`src/rtl/mem_arbiter.sv`:
```
// Two-port arbiter sharing one fixed-latency memory port between the core (m0) and the loader (m1).
// Define ARB_ROUND_ROBIN_EN for round-robin tie-breaking; otherwise port 1 always wins ties.

module mem_arbiter #(
  parameter int unsigned ADDR_W = 32,
  parameter int unsigned DATA_W = 32,
  parameter int unsigned RD_LAT = 1
) (
  input  logic              clk,
  input  logic              rst,
  input  logic              m0_req,
  input  logic              m0_we,
  input  logic [ADDR_W-1:0] m0_addr,
  input  logic [DATA_W-1:0] m0_wdata,
  output logic [DATA_W-1:0] m0_rdata,
  output logic              m0_ack,
  input  logic              m1_req,
  input  logic              m1_we,
  input  logic [ADDR_W-1:0] m1_addr,
  input  logic [DATA_W-1:0] m1_wdata,
  output logic [DATA_W-1:0] m1_rdata,
  output logic              m1_ack,
  output logic              mem_en,
  output logic              mem_we,
  output logic [ADDR_W-1:0] mem_addr,
  output logic [DATA_W-1:0] mem_wdata,
  input  logic [DATA_W-1:0] mem_rdata,
  output logic [1:0]        grant,
  output logic              busy
);

  typedef enum logic [1:0] {StIdle, StIssue, StWait, StDone} state_e;

  state_e            state_q, state_d;
  logic [1:0]        grant_q, grant_d;
  logic              we_q, we_d;
  logic [ADDR_W-1:0] addr_q, addr_d;
  logic [DATA_W-1:0] wdata_q, wdata_d;
  logic [2:0]        cnt_q, cnt_d;
  logic [DATA_W-1:0] m0_rdata_q, m0_rdata_d;
  logic [DATA_W-1:0] m1_rdata_q, m1_rdata_d;
  logic              pick1;

`ifdef ARB_ROUND_ROBIN_EN
  // last_q = 1 when port 1 was granted last; resets to 1 so the first tie goes to port 0.
  logic last_q, last_d;
  assign pick1 = m1_req & (~m0_req | ~last_q);
`else
  assign pick1 = m1_req;
`endif

  always_ff @(posedge clk or negedge rst) begin
    if (!rst) begin
      state_q    <= StIdle;
      grant_q    <= 2'b00;
      we_q       <= 1'b0;
      addr_q     <= '0;
      wdata_q    <= '0;
      cnt_q      <= 3'd0;
      m0_rdata_q <= '0;
      m1_rdata_q <= '0;
`ifdef ARB_ROUND_ROBIN_EN
      last_q     <= 1'b1;
`endif
    end else begin
      state_q    <= state_d;
      grant_q    <= grant_d;
      we_q       <= we_d;
      addr_q     <= addr_d;
      wdata_q    <= wdata_d;
      cnt_q      <= cnt_d;
      m0_rdata_q <= m0_rdata_d;
      m1_rdata_q <= m1_rdata_d;
`ifdef ARB_ROUND_ROBIN_EN
      last_q     <= last_d;
`endif
    end
  end

  always_comb begin
    state_d    = state_q;
    grant_d    = grant_q;
    we_d       = we_q;
    addr_d     = addr_q;
    wdata_d    = wdata_q;
    cnt_d      = cnt_q;
    m0_rdata_d = m0_rdata_q;
    m1_rdata_d = m1_rdata_q;
`ifdef ARB_ROUND_ROBIN_EN
    last_d     = last_q;
`endif
    unique case (state_q)
      StIdle: begin
        if (m0_req || m1_req) begin
          state_d = StIssue;
          grant_d = pick1 ? 2'b10 : 2'b01;
          we_d    = pick1 ? m1_we : m0_we;
          addr_d  = pick1 ? m1_addr : m0_addr;
          wdata_d = pick1 ? m1_wdata : m0_wdata;
`ifdef ARB_ROUND_ROBIN_EN
          last_d  = pick1;
`endif
        end
      end
      StIssue: begin
        if (we_q) begin
          state_d = StDone;
        end else begin
          state_d = StWait;
          cnt_d   = 3'(RD_LAT - 1);
        end
      end
      StWait: begin
        if (cnt_q == 3'd0) begin
          state_d = StDone;
          if (grant_q[1]) m1_rdata_d = mem_rdata;
          else            m0_rdata_d = mem_rdata;
        end else begin
          cnt_d = cnt_q - 3'd1;
        end
      end
      StDone: begin
        state_d = StIdle;
        grant_d = 2'b00;
      end
      default: state_d = StIdle;
    endcase
  end

  always_comb begin
    mem_en    = 1'b0;
    mem_we    = 1'b0;
    mem_addr  = '0;
    mem_wdata = '0;
    if (state_q == StIssue) begin
      mem_en    = 1'b1;
      mem_we    = we_q;
      mem_addr  = addr_q;
      mem_wdata = wdata_q;
    end
    m0_ack   = (state_q == StDone) & grant_q[0];
    m1_ack   = (state_q == StDone) & grant_q[1];
    busy     = (state_q != StIdle);
    grant    = grant_q;
    m0_rdata = m0_rdata_q;
    m1_rdata = m1_rdata_q;
  end

endmodule
```
`config.mk`:
```
export PLATFORM = sky130hd
export DESIGN_NAME = mem_arbiter
export DESIGN_NICKNAME = d
export VERILOG_FILES = /design/src/rtl/mem_arbiter.sv
export SDC_FILE = /design/constraint.sdc
export NUM_CORES = 1
export LEC_CHECK = 0
export ABC_CLOCK_PERIOD_IN_PS = 1850
export CAP_MARGIN = 30
export CORE_ASPECT_RATIO = 1.5
export CORE_UTILIZATION = 45
export CTS_BUF_LIST = sky130_fd_sc_hd__clkbuf_4
export CTS_CLUSTER_SIZE = 12
export DETAILED_ROUTE_END_ITERATION = 10
export DONT_BUFFER_PORTS = 1
export GPL_ROUTABILITY_DRIVEN = 0
export MAX_ROUTING_LAYER = met4
export PLACE_DENSITY_LB_ADDON = 0.12
export SLEW_MARGIN = 10
export SYNTH_ARGS = -nofsm -noshare
export SYNTH_HDL_FRONTEND = slang
export SYNTH_SLANG_ARGS = --single-unit
```
`constraint.sdc`:
```
create_clock -name clk -period 1.85 [get_ports clk]
set_input_delay 0.2775 -clock clk [delete_from_list [all_inputs] [get_ports clk]]
set_output_delay 0.2775 -clock clk [all_outputs]
set_load 0.05 [all_outputs]
```
==> results of run 1 <==
metrics by stage:
stage	util (%)	cell area, um2	setup WS (ps)
after detailed placement	57.53	7823	44.85
after global placement	57.53	7823	140.5
after floorplan	-	6320	19.78
cells by family after synthesis:
logic type                 count (synthesis)
muxes                                    131
AOI/OAI and AO/OA                         75
buffers and inverters                     43
and+or+nand+nor                          152
DFF                                      136
adders and majority gates                  7
==> flow_summary_export.csv, run 1 <==
group,metric,value,unit
outcome,stop_stage,"clock tree synthesis (4_1_cts)",
floorplan,dieWidth,98.76,um
synthesis,synth_top_family_by_area,"multiplexers",
synthesis,synth_cells,544,
synthesis,synth_top_cell_area_share,53.85,%
clocking,htree_levels,4,
synthesis,synthMuxAreaShare,22.04,%
floorplan,dieHeight,147.1,um
synthesis,yosysMostFrequentCell,"dfrtp_1",
synthesis,synth_xor_area_share,0,%
synthesis,yosysTopAreaCell,"dfrtp_1",
synthesis,synth_fp_nets,717,
synthesis,synthAdderAreaFrac,1.386,%
synthesis,synth_edf_count,0,
placement,io_buffers,0,
clocking,cts_buffers,17,
clocking,cts_sinks,136,
synthesis,ys_warn_count,0,
clocking,ctsLongestPathBuffers,2,
synthesis,netlist_top_cells_area,"dfrtp_1 (54%), mux2_2 (11%), mux2i_1 (10%)",
synthesis,synth-compound-area-share,6.236,%
synthesis,synth_area,6320,um2
synthesis,yosys.area_share.simple,12.67,%
synthesis,ys_ff_latch,136,
outcome,stop_error,"[ERROR RSZ-0060] Max buffer count reached.",
outcome,status,"aborted with a tool error",
clocking,cts_resized,57,
synthesis,synthTopCellsByCount,"dfrtp_1 (136), nand2_1 (71), o21ai_0 (67)",
synthesis,yosysSeqAreaShare,53.85,%
synthesis,postSynthAreaPerCell,11.62,um2
placement,dp_cells,750,
clocking,postCtsHoldBufs,158,
synthesis,synth_cell_types,33,
placement,hpwlAfterDp,10540,um
synthesis,async_flop_share,100.0,%
floorplan,fp-row-count,52,
clocking,post_cts_buffers,6,
floorplan,start_util,46.48,%
synthesis,synth-main-ff-cell,"dfrtp_1",
floorplan,num_io_pins,301,
clocking,cts-root-buf,"clkbuf_4",
==> run 2, diff against run 1 <==
- CORE_ASPECT_RATIO: 1.5 -> not set
- CORE_UTILIZATION: 45 -> 30
- CTS_BUF_LIST: sky130_fd_sc_hd__clkbuf_4 -> not set
- CTS_CLUSTER_SIZE: 12 -> not set
- MAX_ROUTING_LAYER: met4 -> not set
- PLACE_DENSITY_LB_ADDON: 0.12 -> 0.15
==> run 2 against run 1 <==
  * The flow now finishes, with violations (negative hold slack, negative setup slack)
  * Synthesized cell count stayed put
  * Synthesized area unchanged
==> flow_summary_export.csv, run 2 <==
group,metric,value,unit
outcome,violations,"negative hold slack, negative setup slack",
clocking,cts_sinks,136,
sta,hold_slack,-449.8,ps
drt,drt_first_pass_iters,4,
floorplan,fp-row-count,52,
synthesis,netlist_top_cells_area,"dfrtp_1 (54%), mux2_2 (11%), mux2i_1 (10%)",
worst_setup_path,slowest_delay,400,ps
synthesis,synth_area,6320,um2
worst_setup_path,arrival,1640,ps
pwr,p_clk_share,17.5,%
pwr,switching_share,45.47,%
pwr,switching_power,9.105,mW
layout,multiInputGateArea,2893,um2
pwr,p_comb_share,42.9,%
sta,clock.fmax,521.7,MHz
clocking,clkLatencyLatePin,420,ps
sta,worstMarginPinSlew,506.3,ps
sta,fin_setup_tns,-3479,ps
placement,io_buffers,0,
worst_setup_path,cp-end-kind,"output pin",
pwr,p_leak,4.194,nW
sta,rsz0062_at_grt,"yes",
layout,final_cell_mix,"dfrtp_1 (135), buf_12 (72), nand2_1 (70)",
worst_setup_path,reg2reg_depth,7,
synthesis,yosysMostFrequentCell,"dfrtp_1",
drt,routed_wl,17420,um
pwr,cell_internal_pwr,10.92,mW
worst_setup_path,critical_path.cell_chain,"inv_2 > ha_4 > buf_12 > clkbuf_16 > and2_4 > buf_12",
drt,initialDrtViolationCount,117,
pwr,p_total,20.03,mW
pwr,ir_worst_vdd,748.0,uV
synthesis,postSynthAreaPerCell,11.62,um2
synthesis,ys_warn_count,0,
grt,overflow,0,
sta,finClkSkew,14.88,ps
grt,grt_pass1_vias,4797,
synthesis,yosysSeqAreaShare,53.85,%
worst_setup_path,worstPathRequired,1570,ps
floorplan,core,20430,um2
placement,dp_slack,1.379,ps
drt,wire_per_inst,18.44,um
layout,layout_commonest_cell,"dfrtp_1",
layout,diodes,0,
worst_setup_path,startpoint_type,"register",
drt,vias_per_cell,4.729,
clocking,ctsLongestPathBuffers,2,
worst_setup_path,cp_max_fo,6,
synthesis,synth-main-ff-cell,"dfrtp_1",
floorplan,num_io_pins,301,
pwr,pwr-share-seq,39.6,%
synthesis,synth_edf_count,0,
synthesis,synth_cell_types,33,
placement,hpwlAfterDp,11410,um
synthesis,async_flop_share,100.0,%
sta,slew_headroom,66.25,%
min_path,hold_class,"in2async",
layout,nNetsFinal,835,
floorplan,dieHeight,147.1,um
synthesis,synth_top_cell_area_share,53.85,%
grt,grt_pass1_wl,25790,um
synthesis,ys_ff_latch,136,
floorplan,start_util,30.93,%
synthesis,synth_cells,544,
worst_setup_path,critPathKind,"reg2out",
grt,grt_max_degree,137,
drt,ant_nets,0,
clocking,htree_levels,4,
sta,finalSetupViolations,64,
clocking,cts-root-buf,"clkbuf_16",
worst_setup_path,crit_top_cell,"buf_12",
job,cap_violations,0,
sta,slew_violations,0,
drt,vias,4469,
synthesis,synthTopCellsByCount,"dfrtp_1 (136), nand2_1 (71), o21ai_0 (67)",
layout,regArea,3405,um2
sta,setup_ws,-66.77,ps
clocking,cts.clk_slew.worst_paths,60,ps
floorplan,die-area,21650,um2
layout,drive_gt1_share,39.26,%
layout,fill_cells,1873,
grt,grtUsageTotal,15.67,%
clocking,cts_tree,"yes",
grt,antenna_found_initial,0,
sta,layout_min_cycle_time,1917,ps
worst_setup_path,cp_slowest_cell,"dfrtp_1",
synthesis,yosysTopAreaCell,"dfrtp_1",
clocking,cts_buffers,17,
synthesis,synth_fp_nets,717,
floorplan,dieWidth,147.1,um
drt,route.detailed.drc,0,
sta,timing.final.crit_share,103.6,%
layout,areaGrowthSynthToFinish,48.76,%
outcome,status,"finished, violations left",
sta,finalHoldViolations,136,
layout,finish.utilization,46.02,%
pwr,power.density,2130,nW/um2
[run 2: cell counts after synthesis]
No cell type changed its count.
[run 2: critical path, delay by kind of cell, from the launching register on]
family / cells / cell delay, ps
buf+inv: 4 / 510
flops: 1 / 400
fa+ha+maj: 1 / 160
simple gates: 1 / 150
[run 2: per-stage QoR]
stage                     std cells  area [um2]
after detailed placement        860        7948
after floorplan                 544        6320
after global routing            945        9402
final                           945        9402
after CTS                       928        9046
after global placement          860        7948
[run 2: area by class of cell]
type                            instances  share of cell area (%)
Tap cell                              270                   3.593
Sequential cell                       136                   36.21
Clock inverter                         13                   1.797
Inverter                                7                  0.3061
Multi-Input combinational cell        365                   30.77
Clock buffer                           19                   4.605
Timing Repair Buffer                  135                   22.72
[run 2: path summary, 6_finish.rpt]
check,startpoint,endpoint,slack [ps]
worst max-delay path,state_q[1],mem_wdata[9],-70
worst min-delay path,rst,m1_rdata[10],-450
worst max register to register,cnt_q[0],m0_rdata[19],70
worst min register to register,addr_q[24],addr_q[24],480
max in group asynchronous,rst,grant[1],2110
min in group clk,mem_rdata[24],m1_rdata[24],20
[run 2: kinds of logic after synthesis]
group / after synthesis / share of synthesized area, %
muxes: 131 / 22.04
adders and majority gates: 7 / 1.386
DFF: 136 / 53.85
and+or+nand+nor: 152 / 12.67
buffers and inverters: 43 / 3.821
AOI/OAI and AO/OA: 75 / 6.236
[run 2: what timing repair did]
item / CTS / global route
pin swaps: 1 / 1
setup buffers: 2 / 6
cloned: 2 / 6
setup endpoints to repair: 81 / 100
hold buffers: 32 / 5
endpoints found under the hold margin: 190 / 141
gates resized for setup: 38 / 47
[run 2: power by group through the flow]
stage,Clock (mW),Combinational [mW],Sequential [mW]
after floorplan,0,4.47,7.68
after global placement,0,7.23,7.88
after detailed placement,0,7.39,7.94
after CTS,3.61,7.93,7.90
after global routing,3.73,9.18,8.12
final,3.50,8.60,7.93
[run 2: metal layers]
metal	wire length, um	track usage [%]	vias to the layer above
met2	8679	26.37	213
met3	1716	6.739	16
met4	248	5.361	0
met5	0	0	-
li1	-	-	2090
met1	6777	17.70	2150
No activity file was read; power rests on OpenSTA's default activity.
==> run 3, diff against run 2 <==
- CTS_CLUSTER_DIAMETER: not set -> 200
- SKIP_LAST_GASP: not set -> 1
==> run 3 against run 2 <==
  * The flow still finishes with violations (negative hold slack, negative setup slack)
  * Hold slack barely moved
  * Sequential power barely moved
  * First-iteration DRC count fell by 5.1%
  * Core utilization fell by 0.18 points
  * Clock-buffer cell count did not move
  * Critical path type unchanged
  * Largest cell class unchanged
  * Highest routed layer unchanged
==> flow_summary_export.csv, run 3 (synthesized netlist as in run 2, its figures left out) <==
group,metric,value,unit
drt,initialDrtViolationCount,111,
pwr,ir_worst_vdd,748.3,uV
min_path,hold_class,"in2async",
pwr,p_clk_share,17.5,%
pwr,power.density,2131,nW/um2
job,cap_violations,0,
layout,finish.utilization,45.84,%
grt,antenna_found_initial,0,
floorplan,fp-row-count,52,
worst_setup_path,crit_top_cell,"buf_12",
pwr,p_leak,4.180,nW
floorplan,dieWidth,147.1,um
placement,hpwlAfterDp,11410,um
outcome,violations,"negative hold slack, negative setup slack",
layout,fill_cells,1879,
clocking,ctsLongestPathBuffers,2,
drt,route.detailed.drc,0,
pwr,cell_internal_pwr,10.87,mW
layout,areaGrowthSynthToFinish,48.19,%
worst_setup_path,cp_slowest_cell,"dfrtp_2",
grt,grt_max_degree,137,
floorplan,die-area,21650,um2
clocking,clkLatencyLatePin,420,ps
pwr,switching_power,9.088,mW
clocking,cts.clk_slew.worst_paths,60,ps
sta,timing.final.crit_share,103.8,%
worst_setup_path,reg2reg_from,"cnt_q[0]",
floorplan,dieHeight,147.1,um
floorplan,core,20430,um2
worst_setup_path,cp_max_fo,9,
grt,grt_pass1_wl,25790,um
outcome,status,"finished, violations left",
clocking,cts_tree,"yes",
worst_setup_path,critical_path.cell_chain,"ha_4 > buf_4 > buf_12 > and2_1 > buf_12",
drt,vias_per_cell,4.712,
worst_setup_path,cp.buffers_inverters,3,
layout,final_cell_mix,"dfrtp_1 (135), buf_12 (72), nand2_1 (70)",
sta,slew_headroom,66.35,%
worst_setup_path,arrival,1640,ps
grt,overflow,0,
drt,drt_first_pass_iters,4,
floorplan,start_util,30.93,%
clocking,htree_levels,4,
clocking,cts_sinks,136,
worst_setup_path,r2r_end,"m0_rdata[12]",
worst_setup_path,startpoint_type,"register",
grt,grtUsageTotal,15.67,%
sta,finClkSkew,14.63,ps
sta,finalSetupViolations,65,
drt,wire_per_inst,18.49,um
floorplan,num_io_pins,301,
worst_setup_path,slowest_delay,440,ps
sta,hold_slack,-449.6,ps
sta,layout_min_cycle_time,1920,ps
pwr,pwr-share-seq,39.6,%
worst_setup_path,critPathKind,"reg2out",
placement,io_buffers,0,
sta,worstMarginPinSlew,492.1,ps
layout,multiInputGateArea,2859,um2
sta,clock.fmax,520.7,MHz
drt,routed_wl,17480,um
worst_setup_path,cp-end-kind,"output pin",
worst_setup_path,worst-r2r-setup-slack,70,ps
drt,vias,4453,
layout,regArea,3405,um2
layout,diodes,0,
layout,drive_gt1_share,38.07,%
worst_setup_path,reg2reg_depth,7,
sta,rsz0062_at_grt,"yes",
pwr,p_comb_share,42.8,%
layout,nNetsFinal,835,
worst_setup_path,cp_top_family,"flip-flops",
clocking,cts_buffers,17,
drt,ant_nets,0,
pwr,switching_share,45.54,%
sta,finalHoldViolations,136,
clocking,cts-root-buf,"clkbuf_16",
layout,layout_commonest_cell,"dfrtp_1",
grt,grt_pass1_vias,4799,
sta,slew_violations,0,
worst_setup_path,worstPathRequired,1570,ps
sta,setup_ws,-70.33,ps
-- run 3: per-stage QoR --
step	total power [mW]	std cells	area, um2	TNS, ps	worst slack, ps
floorplan	12.15	544	6320	0	19.78
global placement	15.11	860	7948	0	123.0
detailed placement	15.33	860	7948	0	1.379
CTS	19.26	928	8984	-6595	-120.1
global route	20.95	945	9365	-7615	-129.4
finish	19.95	945	9365	-3646	-70.33
-- run 3: how the worst max path moves through the flow --
stage                     startpoint           end  cells past startpoint
after floorplan           state_q[1]   mem_addr[0]                      5
after global placement      cnt_q[0]   m0_rdata[2]                      6
after detailed placement    cnt_q[0]   m0_rdata[4]                      6
after CTS                 state_q[1]  mem_addr[16]                      5
after global routing      state_q[0]  mem_addr[10]                      5
final                     state_q[0]   mem_addr[6]                      5
-- run 3: repair_timing --
action,4_1_cts,5_1_grt
hold buffers,32,5
pin swaps,1,0
setup endpoints to repair,81,100
buffers inserted,2,6
endpoints found under the hold margin,190,141
gates resized for setup,13,61
gates cloned,2,6
-- run 3: final cells by class --
cell class              instances  area share [%]
clock inverters                13           1.804
flip-flops and latches        136           36.35
multi-input cells             365           30.53
inverters                       7          0.2806
clock buffers                  19           4.623
repair buffers                135           22.81
well taps                     270           3.607
-- run 3: power by group through the flow --
stage          logic (mW)  clock network [mW]  registers [mW]
3_5_place_dp         7.39                   0            7.94
3_3_place_gp         7.23                   0            7.88
2_1_floorplan        4.47                   0            7.68
4_1_cts              7.76                3.61            7.88
5_1_grt              9.12                3.73            8.11
6_report             8.54                3.50            7.91
-- run 3: metal layers --
metal	up-vias	part of all wire [%]	track usage, %
met5	-	0	0
met2	212	50	26.30
met4	0	1.4	5.361
li1	2092	-	-
met1	2134	39	17.76
met3	15	9.7	6.739
==> run 4, diff against run 3 <==
- CORE_ASPECT_RATIO: not set -> 0.8
==> run 4 against run 3 <==
  * The run still ends with negative hold slack, negative setup slack left
  * Via count shrank 1.3%
  * Critical path depth is the same
  * Setup slack lost 20 ps
  * Clock-buffer cell count shrank 1
  * Non-clock buffer count shrank 2
  * Clock skew shrank 5.9 ps
  * Power grew 0.82%
  * Register-to-register slack lost 20 ps
  * Die area is essentially flat
  * Clock power shrank 2%
  * Maximum frequency shrank 1.0%
  * Global-route usage shrank 0.75 points
==> flow_summary_export.csv, run 4 (synthesized netlist as in run 2, its figures left out) <==
group,metric,value,unit
drt,vias_per_cell,4.667,
clocking,clkLatencyLatePin,410,ps
sta,setup_ws,-90.20,ps
clocking,htree_levels,4,
layout,final_cell_mix,"dfrtp_1 (135), buf_12 (73), nand2_1 (70)",
placement,io_buffers,0,
outcome,violations,"negative hold slack, negative setup slack",
grt,grt_pass1_vias,4554,
drt,drt_first_pass_iters,4,
placement,dp_slack,8.274,ps
grt,antenna_found_initial,0,
drt,wire_per_inst,18.19,um
layout,diodes,0,
drt,initialDrtViolationCount,183,
sta,layout_min_cycle_time,1940,ps
floorplan,core,20640,um2
min_path,hold_class,"in2async",
worst_setup_path,cp-end-kind,"output pin",
layout,nNetsFinal,833,
pwr,power.density,2134,nW/um2
sta,worstMarginPinSlew,517.3,ps
sta,rsz0062_at_grt,"yes",
floorplan,num_io_pins,301,
worst_setup_path,critPathKind,"reg2out",
worst_setup_path,reg2reg_from,"state_q[0]",
clocking,ctsLongestPathBuffers,2,
floorplan,dieWidth,164.3,um
floorplan,start_util,30.62,%
layout,finish.utilization,45.66,%
worst_setup_path,startpoint_type,"register",
grt,overflow,0,
worst_setup_path,startpoint,"state_q[0]",
clocking,cts_sinks,136,
worst_setup_path,r2r_end,"m0_rdata[27]",
clocking,cts_buffers,17,
worst_setup_path,arrival,1660,ps
drt,ant_nets,0,
sta,finalSetupViolations,66,
clocking,cts_tree,"yes",
job,cap_violations,0,
sta,slew_headroom,65.38,%
drt,route.detailed.drc,0,
layout,layout_commonest_cell,"dfrtp_1",
sta,finalHoldViolations,136,
grt,grt_max_degree,137,
placement,hpwlAfterDp,10920,um
pwr,p_leak,4.205,nW
grt,grt_pass1_wl,24610,um
pwr,ir_worst_vdd,1066,uV
layout,drive_gt1_share,39.52,%
sta,slew_violations,0,
sta,finClkSkew,8.727,ps
sta,timing.final.crit_share,104.9,%
drt,vias,4396,
grt,grtUsageTotal,14.91,%
drt,routed_wl,17140,um
layout,areaGrowthSynthToFinish,49.14,%
floorplan,fp-row-count,47,
worst_setup_path,worstPathRequired,1570,ps
worst_setup_path,worst-r2r-setup-slack,50,ps
clocking,cts.clk_slew.worst_paths,70,ps
clocking,cts-root-buf,"clkbuf_16",
worst_setup_path,cp_max_fo,7,
outcome,status,"finished, violations left",
sta,hold_slack,-444.9,ps
worst_setup_path,reg2reg_depth,6,
sta,clock.fmax,515.4,MHz
floorplan,dieHeight,131.8,um
floorplan,die-area,21650,um2
## run 4: power by group
group | total (mW) | switching [mW] | internal [mW]
logic | 8.77 | 4.30 | 4.47
clock network | 3.44 | 1.41 | 2.03
registers | 7.91 | 3.51 | 4.40
## run 4: how the worst max path moves through the flow
stage                   end  slack [ps]  cells after the start
6_report        mem_addr[6]         -90                      5
4_1_cts        mem_addr[15]        -110                      5
3_5_place_dp    m0_rdata[9]           8                      6
3_3_place_gp    m0_rdata[3]         120                      6
5_1_grt         mem_addr[8]        -140                      5
2_1_floorplan   mem_addr[0]          20                      5
## run 4: final cells by class
cell class / count / area [um2]
fillers: 1846 / 11220
flip-flops and latches: 136 / 3405
multi-input cells: 365 / 2900
repair buffers: 133 / 2153
clock buffers: 18 / 429.2
well taps: 269 / 336.6
clock inverters: 14 / 166.4
inverters: 7 / 35.03
## run 4: worst max-delay path: stages, from the launching register on
cell	delay [ps]
dfrtp_2	450
ha_4	190
buf_8	140
clkbuf_16	170
and2_4	150
buf_12	140
## run 4: metrics by stage
step           power [mW]  area [um2]  instances  TNS [ps]
2_1_floorplan       12.15        6320        544         0
3_3_place_gp        15.11        7956        857         0
3_5_place_dp        15.31        7956        857         0
4_1_cts             19.36        9031        927     -4990
5_1_grt             21.17        9425        942     -8840
6_report            20.12        9425        942     -4271
## run 4: per-layer routing
layer  part of all wire [%]  up-vias  routed length (um)  track usage [%]
met5                      0        -                   0                0
met4                   0.72        0                 124            3.704
met2                     49      214                8447            25.43
met3                    9.3       14                1597            6.386
met1                     41     2081                6969            17.03
li1                       -     2087                   -                -
## run 4: what timing repair did
action | 4_1_cts | 5_1_grt
pin swaps | 0 | 2
setup endpoints to repair | 82 | 100
cloned | 2 | 7
hold buffers | 32 | 3
buffers inserted | 4 | 6
hold endpoints to repair | 195 | 139
gates resized for setup | 29 | 58
